==> src/rtl/mux_scan_nx1_if.sv <==
// mux_scan_nx1_if: channel bus for the registered scanning CH:1 multiplexer.
//   master drives: A (packed channel data), sel, mode, en, dwell, ch_mask
//   slave drives : Y (registered sample), Y_valid, cur_ch, wrap
interface mux_scan_nx1_if #(
  parameter int CH      = 8,
  parameter int W       = 8,
  parameter int SELW    = 3,
  parameter int DWELL_W = 8
) ();
  logic [CH*W-1:0]    A;
  logic [SELW-1:0]    sel;
  logic               mode;
  logic               en;
  logic [DWELL_W-1:0] dwell;
  logic [CH-1:0]      ch_mask;
  logic [W-1:0]       Y;
  logic               Y_valid;
  logic [SELW-1:0]    cur_ch;
  logic               wrap;

  modport master (output A, sel, mode, en, dwell, ch_mask,
                  input  Y, Y_valid, cur_ch, wrap);
  modport slave  (input  A, sel, mode, en, dwell, ch_mask,
                  output Y, Y_valid, cur_ch, wrap);
endinterface

==> src/rtl/mux_scan_nx1.sv <==
// mux_scan_nx1: registered CH:1 multiplexer of W-bit channels.
//   Manual mode (mode=0) samples the channel given by sel; scan mode (mode=1)
//   sweeps the channels enabled in ch_mask, holding each for dwell+1 cycles.
// Ports:
//   clk   - rising-edge clock
//   rst_n - asynchronous active-low reset
//   bus   - slave side of mux_scan_nx1_if (A, sel, mode, en, dwell, ch_mask in;
//           Y, Y_valid, cur_ch, wrap out, all registered)
module mux_scan_nx1 #(
  parameter int CH      = 8,
  parameter int W       = 8,
  parameter int SELW    = 3,
  parameter int DWELL_W = 8
) (
  input  logic          clk,
  input  logic          rst_n,
  mux_scan_nx1_if.slave bus
);

  typedef enum logic [1:0] {
    IDLE   = 2'd0,
    MANUAL = 2'd1,
    SCAN   = 2'd2
  } state_t;

  state_t             state_r, state_nx_s;
  logic [W-1:0]       y_r, y_nx_s;
  logic               y_valid_r, y_valid_nx_s;
  logic [SELW-1:0]    cur_ch_r, cur_ch_nx_s;
  logic               wrap_r, wrap_nx_s;
  logic [DWELL_W-1:0] dwell_cnt_r, dwell_cnt_nx_s;

  logic [SELW-1:0]    lowest_s;       // lowest enabled channel
  logic [SELW-1:0]    above_s;        // lowest enabled channel above cur_ch
  logic               above_found_s;  // clear means the next step wraps
  logic               cur_en_s;       // current channel is still in the sweep
  logic               any_en_s;
  logic               sel_ok_s;

  // Data of channel idx; indices >= CH read as zero.
  function automatic logic [W-1:0] chan_data(input logic [CH*W-1:0] a,
                                             input logic [SELW-1:0] idx);
    logic [W-1:0] r;
    r = '0;
    for (int k = 0; k < CH; k++) begin
      r = (idx == SELW'(k)) ? a[k*W +: W] : r;
    end
    return r;
  endfunction

  assign any_en_s = |bus.ch_mask;
  assign sel_ok_s = (32'(bus.sel) < CH);

  // Mask search: walking downwards, the last hit is the lowest qualifying channel.
  always_comb begin
    lowest_s      = '0;
    above_s       = '0;
    above_found_s = 1'b0;
    cur_en_s      = 1'b0;
    for (int k = CH - 1; k >= 0; k--) begin
      lowest_s      = bus.ch_mask[k] ? SELW'(k) : lowest_s;
      above_s       = (bus.ch_mask[k] && (SELW'(k) > cur_ch_r)) ? SELW'(k) : above_s;
      above_found_s = (bus.ch_mask[k] && (SELW'(k) > cur_ch_r)) ? 1'b1 : above_found_s;
      cur_en_s      = (bus.ch_mask[k] && (SELW'(k) == cur_ch_r)) ? 1'b1 : cur_en_s;
    end
  end

  // State register.
  always_ff @(posedge clk or negedge rst_n) begin
    if (!rst_n) begin
      state_r <= IDLE;
    end else begin
      state_r <= state_nx_s;
    end
  end

  // Next state: en and mode are re-evaluated on every edge.
  always_comb begin
    case ({bus.en, bus.mode})
      2'b10:   state_nx_s = MANUAL;
      2'b11:   state_nx_s = SCAN;
      default: state_nx_s = IDLE;
    endcase
  end

  // Next values of the registered outputs for the state being entered.
  always_comb begin
    y_nx_s         = y_r;
    y_valid_nx_s   = 1'b0;
    cur_ch_nx_s    = cur_ch_r;
    wrap_nx_s      = 1'b0;
    dwell_cnt_nx_s = '0;
    case (state_nx_s)
      MANUAL: begin
        cur_ch_nx_s  = bus.sel;
        y_nx_s       = sel_ok_s ? chan_data(bus.A, bus.sel) : '0;
        y_valid_nx_s = sel_ok_s;
      end
      SCAN: begin
        if (state_r != SCAN) begin
          // Entry cycle: restart the sweep, no valid sample yet.
          cur_ch_nx_s = any_en_s ? lowest_s : cur_ch_r;
        end else if (!any_en_s) begin
          dwell_cnt_nx_s = dwell_cnt_r;
        end else begin
          y_nx_s       = chan_data(bus.A, cur_ch_r);
          y_valid_nx_s = 1'b1;
          // A channel dropped from the mask is left at once; a shrunken
          // dwell (count already past it) counts as expiry.
          if (!cur_en_s || (dwell_cnt_r >= bus.dwell)) begin
            cur_ch_nx_s = above_found_s ? above_s : lowest_s;
            wrap_nx_s   = ~above_found_s;
          end else begin
            dwell_cnt_nx_s = dwell_cnt_r + DWELL_W'(1);
          end
        end
      end
      default: begin
        y_nx_s = y_r;
      end
    endcase
  end

  // Output and dwell-counter registers.
  always_ff @(posedge clk or negedge rst_n) begin
    if (!rst_n) begin
      y_r         <= '0;
      y_valid_r   <= 1'b0;
      cur_ch_r    <= '0;
      wrap_r      <= 1'b0;
      dwell_cnt_r <= '0;
    end else begin
      y_r         <= y_nx_s;
      y_valid_r   <= y_valid_nx_s;
      cur_ch_r    <= cur_ch_nx_s;
      wrap_r      <= wrap_nx_s;
      dwell_cnt_r <= dwell_cnt_nx_s;
    end
  end

  assign bus.Y       = y_r;
  assign bus.Y_valid = y_valid_r;
  assign bus.cur_ch  = cur_ch_r;
  assign bus.wrap    = wrap_r;

endmodule

==> src/flat_wrapper.sv <==
// flat-port wrapper written by rule: the top's interface ports become plain ports
module mux_scan_nx1_flat 
#(
  parameter int CH      = 8,
  parameter int W       = 8,
  parameter int SELW    = 3,
  parameter int DWELL_W = 8
)
  (clk, rst_n, bus_A, bus_sel, bus_mode, bus_en, bus_dwell, bus_ch_mask, bus_Y, bus_Y_valid, bus_cur_ch, bus_wrap);
  mux_scan_nx1_if #(.CH(CH), .W(W), .SELW(SELW), .DWELL_W(DWELL_W)) bus_i ();
  input  logic clk;
  input  logic rst_n;
  input wire logic [$bits(bus_i.A)-1:0] bus_A;
  input wire logic [$bits(bus_i.sel)-1:0] bus_sel;
  input wire logic [$bits(bus_i.mode)-1:0] bus_mode;
  input wire logic [$bits(bus_i.en)-1:0] bus_en;
  input wire logic [$bits(bus_i.dwell)-1:0] bus_dwell;
  input wire logic [$bits(bus_i.ch_mask)-1:0] bus_ch_mask;
  output wire logic [$bits(bus_i.Y)-1:0] bus_Y;
  output wire logic [$bits(bus_i.Y_valid)-1:0] bus_Y_valid;
  output wire logic [$bits(bus_i.cur_ch)-1:0] bus_cur_ch;
  output wire logic [$bits(bus_i.wrap)-1:0] bus_wrap;
  assign bus_i.A = bus_A;
  assign bus_i.sel = bus_sel;
  assign bus_i.mode = bus_mode;
  assign bus_i.en = bus_en;
  assign bus_i.dwell = bus_dwell;
  assign bus_i.ch_mask = bus_ch_mask;
  assign bus_Y = bus_i.Y;
  assign bus_Y_valid = bus_i.Y_valid;
  assign bus_cur_ch = bus_i.cur_ch;
  assign bus_wrap = bus_i.wrap;
  mux_scan_nx1 #(.CH(CH), .W(W), .SELW(SELW), .DWELL_W(DWELL_W)) u_core (.clk(clk), .rst_n(rst_n), .bus(bus_i));
endmodule
==> config.mk <==
export PLATFORM = sky130hd
export DESIGN_NAME = mux_scan_nx1_flat
export DESIGN_NICKNAME = d
export VERILOG_FILES = /design/src/rtl/mux_scan_nx1_if.sv /design/src/rtl/mux_scan_nx1.sv /design/src/flat_wrapper.sv
export SDC_FILE = /design/constraint.sdc
export NUM_CORES = 1
export LEC_CHECK = 0
export CAP_MARGIN = 40
export CORE_UTILIZATION = 46
export CTS_CLUSTER_SIZE = 28
export DETAILED_ROUTE_END_ITERATION = 8
export PLACE_DENSITY = 0.81
export SYNTH_ARGS = -nofsm -noshare
export SYNTH_HDL_FRONTEND = slang
export SYNTH_SLANG_ARGS = --single-unit
==> constraint.sdc <==
create_clock -name clk -period 2.5 [get_ports clk]
set_clock_uncertainty 0.05 [all_clocks]
set_input_delay 0.375 -clock clk [delete_from_list [all_inputs] [get_ports clk]]
set_output_delay 0.375 -clock clk [all_outputs]
set_load 0.02 [all_outputs]
* Yosys cells after proc, flatten, opt, wreduce, memory -nomap -nowiden *
Cells that the tools add are included.
W data, S select, Z words.

storage, ports and cells
  register bits after elaboration = 23
  logic and storage cells = 140

operators by class
  add/sub/neg operators = 1
  magnitude comparators = 9
  equal/unequal tests = 30
  multiplexer cells = 69
  bitwise gates (word level) = 1
  reductions and logical operators = 24

operators by type and width
  kind                   number
  $mux W8                22
  $mux W3                21
  $eq A3 B3 Y1 const B   8
  $mux W1                22
  $logic_and A1 B1 Y1    16
  $pmux W8 S2            1
  $eq A3 B2 Y1 const B   4
  $eq A3 B3 Y1 const A   4
  $gt A3 B3 Y1 const A   4
  $add A8 B1 Y8 const B  1
  $ge A8 B8 Y1           1
  $reduce_or A8 Y1       1
  $eq A2 B2 Y1 const B   3
  $eq A2 B3 Y1 const A   2
  $eq A3 B1 Y1 const B   2
  $gt A1 B3 Y1 const A   2
  $gt A2 B3 Y1 const A   2
  $logic_not A3 Y1       2
  $ne A3 B1 Y1 const B   2
  $pmux W3 S2            1
  $reduce_and A3 Y1      2
  $ne A2 B2 Y1 const B   2
  $pmux W2 S2            1
  $eq A1 B3 Y1 const A   1
  other kinds (7)        7

* Depth between registers and ports, before layout *
Gate-level depths: netlist (run 1).

  word-level depth = 16
  gate-level depth with buffers = 9
  gate-level depth less buffers = 8

* Worst setup path before layout (run 1) *
No wires, ideal clock.

  path type = in2reg
  start point = in bus_dwell[5]
  end point = reg u_core.cur_ch_r[0], in the netlist u_core.bus.cur_ch[0]
  library setup time = 125 ps
  arrival = 1,947 ps
  path slack = 378 ps
  stages = 8
  buffers on the path = 0
  cells stage by stage = inv_1 > ha_1 > a21o_1 > a21o_1 > a221oi_2 > nand3_2 > and3_4 > mux2_4

on the way
  word-level cells in the longest chain between the ends = 4

RTL lines
  element                             line                 RTL
  start, declared                     flat_wrapper.sv:17   input wire logic [$bits(bus_i.dwell)-1:0] bus_dwell;
  $ge A8 B8 Y1                        mux_scan_nx1.sv:110  if (!cur_en_s || (dwell_cnt_r >= bus.dwell)) begin
  $logic_or A1 B1 Y1                  mux_scan_nx1.sv:110
  $ne A3 B1 Y1 (no source line)       --
  $reduce_and A3 Y1 (no source line)  --
  end signal, assigned                mux_scan_nx1.sv:135  cur_ch_r <= cur_ch_nx_s;
  end, declared                       mux_scan_nx1.sv:29   logic [SELW-1:0] cur_ch_r, cur_ch_nx_s;

Every way passes these cells.
A chain may end at the register's enable or synchronous reset.

* Final worst setup path (run 1) *
  start point = in bus_dwell[5]
  end point = reg u_core.cur_ch_r[1], in the netlist u_core.bus.cur_ch[1]

Same word-level chain as after synthesis.

==> results of run 1 <==
## metal layers
layer	wire length, um	share of wire
met4	203	0.023
met1	3710	0.41
met3	765	0.086
met2	4268	0.48
met5	0	0
## registers in the layout, summed over array words and instances (netlist names)
register and count:
u_core.bus.Y 8, u_core.bus.Y_valid 1, u_core.bus.cur_ch 3, u_core.dwell_cnt_r 8, u_core.bus.wrap 1, u_core.state_r 2
## cells in the final DEF (no fill, tap or decap), drive strengths merged, types with 4 or more instances in the layout
master	synthesis	final
clkdlybuf4s50	0	99
o21ai	45	45
nand2	30	30
nor2	29	29
buf	15	26
a21oi	23	23
dfrtp	23	23
inv	16	16
mux2	16	16
o22ai	12	12
mux4	9	9
a31oi	9	9
mux2i	9	9
ha	9	9
nand2b	8	8
nor2b	5	5
a21o	5	5
and3	5	5
a221oi	5	5
a22oi	4	4
nand3	4	4
## repair_timing
action / in CTS / in global routing
resized for setup: 0 / 2
hold buffers: 0 / 0
endpoints found under the setup margin: 0 / 2
## through the flow
stage	hold WS [ns]	cell area [sq um]	util
global route	0.4363	3944	0.7075
floorplan	0.02941	2704	-
finish	0.4155	3944	0.7075
detailed placement	0.4376	3890	0.6979
CTS	0.4291	3936	0.7062
global placement	0.4098	3890	0.6979
## cells in the mapped netlist (all sizes together) (5+ instances only)
master and n:
mux4 9, and3 5, mux2i 9, inv 16, a31oi 9, a221oi 5
clkbuf 6, a21o 5, nor2b 5, mux2 16, nand2b 8, nor2 29
a21oi 23, buf 15, ha 9, nand2 30, dfrtp 23, o21ai 45
o22ai 12
## kinds of logic after synthesis
kind of cell / Yosys count / synth area share
muxes: 34 / 0.1791
adders and majority gates: 9 / 0.04165
buffers and inverters: 37 / 0.06016
xor gates and xnor gates: 5 / 0.01620
DFF: 23 / 0.2129
AOI/OAI and AO/OA: 127 / 0.2934
and+or+nand+nor: 102 / 0.1967
## final timing paths
kind / startpoint / end / slack (ns) / cells after the start
setup reg to reg: u_core.dwell_cnt_r[5] / u_core.bus.cur_ch[1] / 0.26 / 7
hold / removal: rst_n / u_core.dwell_cnt_r[1] / 0.42 / 2
max in group asynchronous: rst_n / u_core.bus.cur_ch[1] / 1.74 / 2
min in group clk: u_core.bus.Y[7] / u_core.bus.Y[7] / 0.45 / 2
setup / recovery: bus_dwell[5] / u_core.bus.cur_ch[1] / 0.10 / 9
hold reg to reg: u_core.bus.Y[7] / u_core.bus.Y[7] / 0.45 / 2
## report_power, final
group / total [mW] / internal [mW] / switching, mW / leakage [nW]
clock: 0.224 / 0.111 / 0.113 / 0.0255
combinational: 0.830 / 0.429 / 0.401 / 1.30
sequential: 0.459 / 0.408 / 0.0510 / 0.292
total: 1.51 / 0.948 / 0.565 / 1.62
## cell type report
type	instances	area (sq um)	share of cell area
well taps	72	90.09	0.02284
inverters	16	60.06	0.01523
clock buffers	3	41.29	0.01047
multi-input cells	277	1972	0.5000
flip-flops and latches	23	576.8	0.1463
clock inverters	1	5.005	0.001269
repair buffers	125	1199	0.3039
==> flow_metrics.tcl, run 1 <==
set metrics [dict create \
    cts_root_buf "sky130_fd_sc_hd__clkbuf_8" \
    floorplan.die.height_um 78.67 \
    run_status "completed" \
    finalWorstPathRequiredPeriod_ns 2.396 \
    track_usage 0.2981 \
    syn_inst 337 \
    stdcell_count 517 \
    place_inst 513 \
    synthArstFlopShare 1.000 \
    post-dp-hpwl_um 7233 \
    clock.fmax_mhz 417.3 \
    synth_largest_area_cell "sky130_fd_sc_hd__dfrtp_1" \
    synth-edff-count 0 \
    fillers 469 \
    drtAntennaViolNets 0 \
    post-route-worst-setup-slack_ns 0.1039 \
    rsz0062_at_grt "no" \
    clkSinkCount 23 \
    synth_fp_nets 433 \
    timing.critical_path.cells "clkdlybuf4s50_1 -> inv_1 -> ha_1 -> a21o_1 -> a21o_1 -> a221oi_2 -> nand3_2 -> and3_4 -> mux2_4" \
    final.period_utilization 0.9585 \
    timing.critical_path.mode_cell "sky130_fd_sc_hd__a21o_1" \
    clk_transition_reported_paths_ns 0.08 \
    timing.critical_path.to_type "flip-flop" \
    preCtsSetupSlack_ns -0.1968 \
    finish.net_count 542 \
    number_of_antenna_violations_at_the_first_check_in_global_routing 0 \
    core_region_area_sq_mm 0.005574 \
    synth.top_cells.by_area "sky130_fd_sc_hd__dfrtp_1 (21%), sky130_fd_sc_hd__o21ai_0 (8.0%), sky130_fd_sc_hd__mux4_2 (7.5%)" \
    timing.slew.headroom 0.6612 \
    tightest_slew_ns 0.5082 \
    family_of_cells_with_the_greatest_summed_delay_on_the_critical_path "compound AO/OA/AOI/OAI gates" \
    clock_latency_of_the_later_clocked_register_in_the_worst_skew_pair_ns 0.26 \
    vias 3233 \
    synth_sequential_area_ratio 0.2129 \
    final_layout_size_suffix_gt1_frac 0.1461 \
    leakage_nw 1.618 \
    initialDrtViolationCount 282 \
    syn_avg_cell_area_sq_um 8.023 \
    h-tree-depth 1 \
    final_hold_viol_count 0 \
    setup_total_negative_slack_ns 0 \
    grt_first_pass_wirelength_um 14670 \
    number_of_antenna_cells_inserted 0 \
    place.port_buffers 99 \
    buffering_stage_count_on_the_worst_path_with_inverters_included 2 \
    wl_per_cell_um 17.31 \
    placement_rows 27 \
    design.die.area_sq_mm 0.006188 \
    report.power.total_mw 1.513 \
    firstDrtPassIters 5 \
    gp_routability_congestion 0.8932 \
    power_density_mw_per_mm2 383.6 \
    critical_path.slowest_cell "sky130_fd_sc_hd__clkdlybuf4s50_1" \
    ports 100 \
    growth_of_design_area_from_synthesis_to_finish_pct 45.86 \
    hp-class "primary input to asynchronous set/reset pin" \
    route.final.wire_length_um 8947 \
    globalRouteMet1Util 0.4139 \
    worst_case_vdd_ir_drop_v 0.0002721 \
    cts.repair_timing.setup_buffer_count 0 \
    layer_with_the_highest_usage "met2" \
    synth.ff_latch_count 23 \
    grt_pass1_vias 3090 \
    use_met2 0.4757 \
    gr-usage-met3 0.03023 \
    setup.worst_path.class "primary input to flip-flop" \
    post-route-drc-count 0 \
    global_route.overflow_total 0 \
    worstPathRequired_ns 2.60 \
    total_cts_buffers 3 \
    final-setup-viol-count 0 \
    post_drt_via_cell_ratio 6.253 \
    slew_viol_final 0 \
    yosys.cell_types.count 61 \
    most_frequently_used_flop_master_after_synthesis "sky130_fd_sc_hd__dfrtp_1" \
    start_kind "primary input" \
    crit_path_max_fanout 3 \
    grt_start_max_net_pins 29 \
    synthDominantCellAreaShare 0.2129 \
    initial_utilization 0.4851 \
    syn-cell-area_sq_mm 0.002704 \
    chipWidth_um 78.67 \
    synth_warnings 0 \
    cts-root-to-sink-buffers 2 \
    max_stage_delay_ns 0.45 \
    critical_path_arrival_ns 2.50 \
    maxCapViolations 0 \
    clock_tree_from_tritoncts "done" \
]
Note: power is estimated with default switching activity, not from simulation.
==> run 2: changes to the inputs <==
CORE_UTILIZATION = 47   (was 46)
CTS_BUF_LIST = sky130_fd_sc_hd__clkbuf_8   (was default)
PLACE_DENSITY = 0.82   (was 0.81)
==> flow_metrics.tcl, run 2 (same netlist as run 1, synthesis figures left out) <==
set metrics [dict create \
    clock.fmax_mhz 422.9 \
    worstPathRequired_ns 2.60 \
    leakage_nw 1.613 \
    finalWorstPathRequiredPeriod_ns 2.364 \
    number_of_antenna_cells_inserted 0 \
    final_common_cell "sky130_fd_sc_hd__clkdlybuf4s50_1" \
    grt_first_pass_wirelength_um 14320 \
    track_usage 0.2943 \
    r2r-start "u_core.bus.cur_ch[0]" \
    post-dp-hpwl_um 7078 \
    final_hold_viol_count 0 \
    initialDrtViolationCount 373 \
    maxCapViolations 0 \
    gp_routability_congestion 0.9625 \
    drtAntennaViolNets 0 \
    slew_viol_final 0 \
    final.period_utilization 0.9458 \
    grt_pass1_vias 3123 \
    timing.slew.headroom 0.7107 \
    cts.repair_timing.setup_buffer_count 0 \
    vias 3247 \
    h-tree-depth 1 \
    critical_path_arrival_ns 2.47 \
    design.die.area_sq_mm 0.006060 \
    place_inst 511 \
    placement_rows 27 \
    post_drt_via_cell_ratio 6.305 \
    cp_num_cells 9 \
    timing.critical_path.to_type "flip-flop" \
    timing_startpoint_of_the_critical_path "bus_dwell[2]" \
    critical_path.slowest_cell "sky130_fd_sc_hd__clkdlybuf4s50_1" \
    family_of_cells_with_the_greatest_summed_delay_on_the_critical_path "compound AO/OA/AOI/OAI gates" \
    clk_transition_reported_paths_ns 0.08 \
    post-route-util 0.7112 \
    chipWidth_um 77.85 \
    grt_start_max_net_pins 41 \
    most_frequent_cells_in_the_layout "sky130_fd_sc_hd__clkdlybuf4s50_1 (99), sky130_fd_sc_hd__o21ai_0 (43), sky130_fd_sc_hd__nand2_1 (30)" \
    clock_latency_of_the_later_clocked_register_in_the_worst_skew_pair_ns 0.26 \
    firstDrtPassIters 7 \
    run_status "completed" \
    wl_per_cell_um 17.19 \
    initial_utilization 0.4880 \
    ports 100 \
    growth_of_design_area_from_synthesis_to_finish_pct 45.72 \
    finish.net_count 540 \
    start_kind "primary input" \
    hp-class "primary input to asynchronous set/reset pin" \
    place.port_buffers 99 \
    power_density_mw_per_mm2 384.6 \
    buffering_stage_count_on_the_worst_path_with_inverters_included 2 \
    timing.critical_path.cells "clkdlybuf4s50_1 -> inv_1 -> ha_1 -> a211oi_1 -> o21ai_0 -> a221oi_2 -> nand3_2 -> and3_4 -> mux2_4" \
    cts_root_buf "sky130_fd_sc_hd__clkbuf_8" \
    core_region_area_sq_mm 0.005540 \
    post-route-drc-count 0 \
    worst_case_vdd_ir_drop_v 0.0002463 \
    worstReg2RegEnd "u_core.bus.cur_ch[1]" \
    floorplan.die.height_um 77.85 \
    setup.worst_path.class "primary input to flip-flop" \
    max_stage_delay_ns 0.45 \
    global_route.overflow_total 0 \
    tightest_slew_ns 0.4340 \
    total_cts_buffers 3 \
    final-setup-viol-count 0 \
    rsz0062_at_grt "no" \
    clock_tree_from_tritoncts "done" \
    worst_setup_path_endpoint "u_core.bus.cur_ch[0]" \
    crit_path_max_fanout 3 \
    route.final.wire_length_um 8851 \
    clkSinkCount 23 \
    cts-root-to-sink-buffers 2 \
    reg2reg_depth 7 \
    number_of_antenna_violations_at_the_first_check_in_global_routing 0 \
    fillers 482 \
    stdcell_count 515 \
    final_layout_size_suffix_gt1_frac 0.1400 \
    setup.reg_to_reg.worst_slack_ns 0.27 \
]
-- run 2: final cells by class --
class                   instances  area (sq um)  share of cell area
clock buffers                   3         41.29             0.01048
clock inverters                 1         5.005            0.001270
inverters                      16         60.06             0.01524
multi-input cells             277          1972              0.5005
flip-flops and latches         23         575.6              0.1461
well taps                      72         90.09             0.02286
repair buffers                123          1196              0.3036
-- run 2: routing by layer --
layer	track usage	share of wire	wire length, um
met2	0.4788	0.47	4136
met4	0.1245	0.038	333
met5	0	0	0
met3	0.02235	0.082	728
met1	0.4001	0.41	3652
-- run 2: report_power, final --
| group | total (mW) | switching [mW] | internal [mW] |
|---|---|---|---|
| clock network | 0.228 | 0.117 | 0.111 |
| registers | 0.442 | 0.0344 | 0.408 |
| logic | 0.845 | 0.415 | 0.430 |
-- run 2: worst min-delay path by stage --
| stage | from | end | slack (ns) | cells after the start |
|---|---|---|---|---|
| 2_1_floorplan | rst_n | u_core.bus.Y[0] | 0.03 | 0 |
| 5_1_grt | rst_n | u_core.dwell_cnt_r[0] | 0.43 | 2 |
| 4_1_cts | rst_n | u_core.dwell_cnt_r[1] | 0.42 | 2 |
| 3_5_place_dp | u_core.bus.Y[7] | u_core.bus.Y[7] | 0.42 | 2 |
| 3_3_place_gp | u_core.bus.Y[7] | u_core.bus.Y[7] | 0.41 | 2 |
| 6_report | rst_n | u_core.dwell_cnt_r[1] | 0.42 | 2 |
-- run 2: worst reg2reg max path, delay by kind of cell, from the launching register on --
family	cells	cell delay [ns]
muxes	1	0.27
AOI/OAI and AO/OA	4	0.85
DFF	1	0.47
buffers and inverters	2	0.48
-- run 2: stage by stage --
stage | setup TNS, ns | setup WS [ns] | total power [mW] | cell area, sq um | hold WS (ns)
3_3_place_gp | -0.4437 | -0.1244 | 1.263 | 3887 | 0.4111
5_1_grt | 0 | 0.01224 | 1.601 | 3940 | 0.4331
6_report | 0 | 0.1356 | 1.515 | 3940 | 0.4160
4_1_cts | 0 | 0.1083 | 1.506 | 3934 | 0.4231
2_1_floorplan | 0 | 0.3778 | 0.9026 | 2704 | 0.02941
3_5_place_dp | -0.7532 | -0.1797 | 1.277 | 3887 | 0.4189
-- run 2: repair_timing --
action / CTS / global route
setup endpoints to repair: 0 / 1
hold buffers: 0 / 0
resized for setup: 0 / 1
endpoints found under the hold margin: 0 / 0
==> run 3: changes to the inputs <==
CORE_MARGIN = 1   (was default)
CTS_CLUSTER_DIAMETER = 80   (was default)
==> results of run 3 <==
No change in the layout: final DEF, timing and power equal those of run 2.
